==> config.mk <==
export PLATFORM = sky130hd
export DESIGN_NAME = pc_gen
export DESIGN_NICKNAME = d
export VERILOG_FILES = /design/src/rtl/pc_gen.sv
export SDC_FILE = /design/constraint.sdc
export NUM_CORES = 1
export LEC_CHECK = 0
export BUFFER_PORTS_ARGS = -buffer_cell sky130_fd_sc_hd__buf_2
export CELL_PAD_IN_SITES_DETAIL_PLACEMENT = 0
export CELL_PAD_IN_SITES_GLOBAL_PLACEMENT = 1
export CORE_UTILIZATION = 37
export DETAILED_ROUTE_END_ITERATION = 12
export GPL_ROUTABILITY_DRIVEN = 1
export PLACE_DENSITY_LB_ADDON = 0.1
export SYNTH_ARGS = -nofsm -noshare
export SYNTH_HDL_FRONTEND = slang
export SYNTH_SLANG_ARGS = --single-unit
==> constraint.sdc <==
create_clock -name clk -period 2.75 [get_ports clk]
set_input_delay 0 -clock clk [delete_from_list [all_inputs] [get_ports clk]]
set_output_delay 0 -clock clk [all_outputs]
set_load 0.05 [all_outputs]
==> src/rtl/pc_gen.sv <==
// Next-PC generator: sequential fetch, RV32I branches, JAL/JALR, trap/mret redirection,
// misaligned-target trapping and a saturating redirect counter.
module pc_gen #(
   parameter int unsigned     XLEN         = 32,
   parameter logic [XLEN-1:0] RESET_VECTOR = {XLEN{1'b0}},
   parameter logic [XLEN-1:0] TRAP_VECTOR  = XLEN'(32'h0000_0100),
   parameter int unsigned     CNT_W        = 16
) (
   input  logic             clk,
   input  logic             reset,
   input  logic             stall,
   input  logic             branch,
   input  logic [2:0]       br_funct3,
   input  logic             zero,
   input  logic             lt,
   input  logic             ltu,
   input  logic             jal,
   input  logic             jalr,
   input  logic [XLEN-1:0]  imm,
   input  logic [XLEN-1:0]  rs1_val,
   input  logic             trap,
   input  logic             mret,
   output logic [XLEN-1:0]  pc,
   output logic [XLEN-1:0]  pc_plus4,
   output logic             taken,
   output logic [XLEN-1:0]  epc,
   output logic             misalign,
   output logic [CNT_W-1:0] redirect_cnt
);

   localparam logic [XLEN-1:0]  PC_STEP   = XLEN'(32'd4);
   localparam logic [XLEN-1:0]  JALR_MASK = {{(XLEN-1){1'b1}}, 1'b0};
   localparam logic [CNT_W-1:0] CNT_MAX   = {CNT_W{1'b1}};
   localparam logic [CNT_W-1:0] CNT_ONE   = CNT_W'(1'b1);

   logic [XLEN-1:0]  pc_r;
   logic [XLEN-1:0]  epc_r;
   logic             misalign_r;
   logic [CNT_W-1:0] cnt_r;

   logic [XLEN-1:0]  pc_plus4_s;
   logic [XLEN-1:0]  br_tgt_s;
   logic [XLEN-1:0]  jalr_tgt_s;
   logic [XLEN-1:0]  tgt_s;
   logic [XLEN-1:0]  next_pc_s;
   logic             br_cond_s;
   logic             jump_s;
   logic             bad_tgt_s;
   logic             take_s;
   logic             save_epc_s;
   logic             set_mis_s;

   assign pc_plus4_s = pc_r + PC_STEP;
   assign br_tgt_s   = pc_r + imm;
   assign jalr_tgt_s = (rs1_val + imm) & JALR_MASK;

   // Branch condition decode from funct3 and the ALU compare flags
   always_comb begin
      case (br_funct3)
         3'b000:  br_cond_s = zero;
         3'b001:  br_cond_s = ~zero;
         3'b100:  br_cond_s = lt;
         3'b101:  br_cond_s = ~lt;
         3'b110:  br_cond_s = ltu;
         3'b111:  br_cond_s = ~ltu;
         default: br_cond_s = 1'b0;
      endcase
   end

   // Control-flow target selection among jalr > jal > taken branch
   always_comb begin
      jump_s = 1'b0;
      tgt_s  = pc_plus4_s;
      if (jalr) begin
         jump_s = 1'b1;
         tgt_s  = jalr_tgt_s;
      end else if (jal) begin
         jump_s = 1'b1;
         tgt_s  = br_tgt_s;
      end else if (branch && br_cond_s) begin
         jump_s = 1'b1;
         tgt_s  = br_tgt_s;
      end else begin
         jump_s = 1'b0;
         tgt_s  = pc_plus4_s;
      end
      bad_tgt_s = jump_s && (tgt_s[1:0] != 2'b00);
   end

   // Next-PC priority; a misaligned target only traps when the jump would actually be taken
   always_comb begin
      next_pc_s  = pc_plus4_s;
      take_s     = 1'b0;
      save_epc_s = 1'b0;
      set_mis_s  = 1'b0;
      if (trap) begin
         next_pc_s  = TRAP_VECTOR;
         take_s     = 1'b1;
         save_epc_s = 1'b1;
      end else if (mret) begin
         next_pc_s = epc_r;
         take_s    = 1'b1;
      end else if (stall) begin
         next_pc_s = pc_r;
      end else if (bad_tgt_s) begin
         next_pc_s  = TRAP_VECTOR;
         take_s     = 1'b1;
         save_epc_s = 1'b1;
         set_mis_s  = 1'b1;
      end else begin
         next_pc_s = tgt_s;
         take_s    = jump_s;
      end
   end

   // PC, exception PC, misalign pulse and saturating redirect counter
   always_ff @(posedge clk or negedge reset) begin
      if (!reset) begin
         pc_r       <= RESET_VECTOR;
         epc_r      <= {XLEN{1'b0}};
         misalign_r <= 1'b0;
         cnt_r      <= {CNT_W{1'b0}};
      end else begin
         pc_r       <= next_pc_s;
         misalign_r <= set_mis_s;
         if (save_epc_s) begin
            epc_r <= pc_r;
         end
         if (take_s && (cnt_r != CNT_MAX)) begin
            cnt_r <= cnt_r + CNT_ONE;
         end
      end
   end

   assign pc           = pc_r;
   assign pc_plus4     = pc_plus4_s;
   assign taken        = reset & take_s;
   assign epc          = epc_r;
   assign misalign     = misalign_r;
   assign redirect_cnt = cnt_r;

endmodule
==> flow_summary.yaml <==
status:
  outcome: "finished, violations left"
  violations: "setup timing"
routing:
  antenna_left: 0
  wl_um: 28700
  dr.pass1.iters: 5
  avgViaCountPerCell: 5.53
  dr.first_iter.drc_count: 531
  route.detailed.drc: 0
  post_drt_wl_per_cell_um: 19.2
  num_vias: 8258
synthesis:
  synth.distinct_cells: 74
  yosysSeqAreaShare: 0.265
  synth_cells: 907
  ys_ff_latch: 81
  syn-cell-area_mm2: 0.00765
  synth_nets: 1050
  ys_warn_count: 0
  synth_enable_flop_cells: 0
  async_flop_share: 1.00
  synth_area_per_cell_um2: 8.44
  synth_ff_type: "dfrtp_1"
layout:
  final_cells: 1494
  final_common_cell: "buf_2"
  nNetsFinal: 1362
  layout_common_cells: "buf_2, buf_4, nor2_1"
  area_delta_synth_final_pct: 41.6
  drive_gt1_frac: 0.404
  num_antenna_cells: 0
  num-fill-cells: 1926
sta:
  whs_ns: 0.0994
  setup_viol: 4
  tns_ns: -0.223
  setup_ws_ns: -0.0897
  fin_crit_sh: 1.03
  rsz0062_at_grt: "yes"
  slew_headroom: 0.582
  slew_violations: 0
  fmax_ghz: 0.352
  tightest_slew_ns: 0.626
  fin_crit_ns: 2.84
  finalHoldViolations: 0
  clock_skew_ns: 0.0126
global_routing:
  grt-ovfl-total: 0
  antenna_found_initial: 0
  grt_pass1_wl_um: 43900
  grt_max_degree: 36
  grt_pass1_vias: 7791
  grt_use_total: 0.268
worst_setup_path:
  r2r.worst_path.cells: 11
  r2r_start: "pc[12]"
  cp_cell_sequence: "ha_4 > a21o_1 > a211o_1 > a31oi_1 > a32oi_2 > a41o_2 > a221oi_4 > a211oi_2 > mux2i_1 > a221oi_2 > a221o_1"
  rr_endpoint: "pc[31]"
  path_buf_inv: 0
  endpoint_kind: "flop"
  criticalPathCategory: "flop to flop"
  worstPathRequired_ns: 3.00
  cp_top_family: "compound AO/OA/AOI/OAI gates"
  r2r_slack_ns: -0.09
  worstPathMaxFanout: 3
  arrival_ns: 3.09
  start_kind: "flop"
  cpPeakStageDelay_ns: 0.42
  slowest_stage: "dfrtp_2"
clocking:
  cts_buffers: 9
  clockBufferDepth: 2
  root_buffer: "clkbuf_16"
  htreeDepth: 3
  clk_latency_ns: 0.36
  cts_tree: "done"
  clkSlewWorstSetupHoldPaths_ns: 0.08
  cts.sinks: 81
floorplan:
  rows: 52
  num_io_pins: 192
  die_h_um: 146
  core_mm2: 0.0202
  die_area_mm2: 0.0213
  die_w_um: 146
  floorplan.initialDensity: 0.378
place:
  portBuffers: 191
  hpwl_um: 22300
  routabilityCongestion: 0.898
  place_inst: 1466
pwr:
  cellPowerDensity_mw_per_mm2: 484
  power_mw: 5.24
  leakagePower_nw: 5.33
  ir_worst_vdd_mv: 0.301
flow_run:
  cap_violations: 0
worst_hold_path:
  hold_path_class: "input port to asynchronous set/reset pin"
==> flip-flops by register name, indices dropped and copies added, names as in the netlist <==
name,cells
epc,32
misalign,1
pc,32
redirect_cnt,16
==> cell usage after synthesis (4+ instances only) <==
library cell  instances  area (um^2)
o21bai_1              7         52.6
a21oi_1              75          375
and3_1                9         56.3
nor2_1               79          297
a221oi_1             11         96.3
inv_1                29          109
a31oi_1              11         68.8
o31ai_1               5         37.5
a221o_1               4         40.0
mux2i_1               7         70.1
mux2_2               30          338
dfrtp_1              81         2030
nand4_1              11         68.8
a222oi_1              5         50.1
clkbuf_1             24         90.1
and2_1                7         43.8
o21a_1               11         82.6
a22o_1               11         96.3
nand2_1              73          274
nor3_1               21          105
o21ai_1               6         30.0
a22oi_1               4         30.0
nand2b_1             10         62.6
a21o_1               30          225
a211oi_1             19          143
buf_2                 7         35.0
xnor2_1              57          499
o211ai_1             12         90.1
and4_1                4         35.0
ha_1                 63          788
nor2b_1              11         68.8
nand3_1              30          150
o21ai_0              46          230
buf_1                 4         15.0
xor2_1               39          342
==> layout make-up <==
type	instances	area, um^2	area share
Clock buffer	9	225	0.0208
Clock inverter	7	113	0.0104
Inverter	29	109	0.0100
Multi-Input combinational cell	759	5880	0.543
Sequential cell	81	2050	0.190
Tap cell	270	338	0.0312
Timing Repair Buffer	339	2120	0.195
==> through the flow <==
step           cell area, um^2   util  setup slack (ns)
2_1_floorplan             7900      -            -0.115
3_3_place_gp             10100  0.499            -0.267
3_5_place_dp             10100  0.499            -0.317
4_1_cts                  10600  0.524            -0.110
5_1_grt                  10800  0.535            -0.195
6_report                 10800  0.535           -0.0897
==> where the power goes <==
group | switching (mW) | internal [mW] | leakage [nW]
Sequential | 0.135 | 1.31 | 1.05
Clock | 0.590 | 0.816 | 0.161
Combinational | 1.50 | 0.884 | 4.12
==> repair_timing <==
item,CTS,global route
gates resized for setup,25,41
gates cloned,0,0
pin swaps,18,32
hold endpoints to repair,22,0
buffers inserted,3,8
hold buffers,2,0
setup endpoints to repair,10,27
==> kinds of logic after synthesis <==
logic type / synth area share
xor+xnor: 0.110
flops: 0.265
compound gates: 0.261
simple gates: 0.168
mux: 0.0533
fa+ha+maj: 0.108
buf+inv: 0.0351
==> worst max path at each step <==
stage / from / to / slack, ns / depth (start not counted)
finish: pc[12] / pc[31] / -0.09 / 11
global route: pc[12] / pc[28] / -0.20 / 13
CTS: pc[12] / pc[29] / -0.11 / 11
detailed placement: imm[0] / pc[20] / -0.32 / 14
global placement: imm[0] / pc[24] / -0.27 / 14
floorplan: pc[10] / pc[29] / -0.11 / 11
==> layer usage <==
layer | global-route usage | share of wire | up-vias
li1 | - | - | 3982
met3 | 0.0398 | 0.064 | 34
met5 | 0 | 0 | -
met1 | 0.380 | 0.46 | 3944
met2 | 0.422 | 0.45 | 298
met4 | 0.0705 | 0.019 | 0
Note: power is estimated with default switching activity, not from simulation.
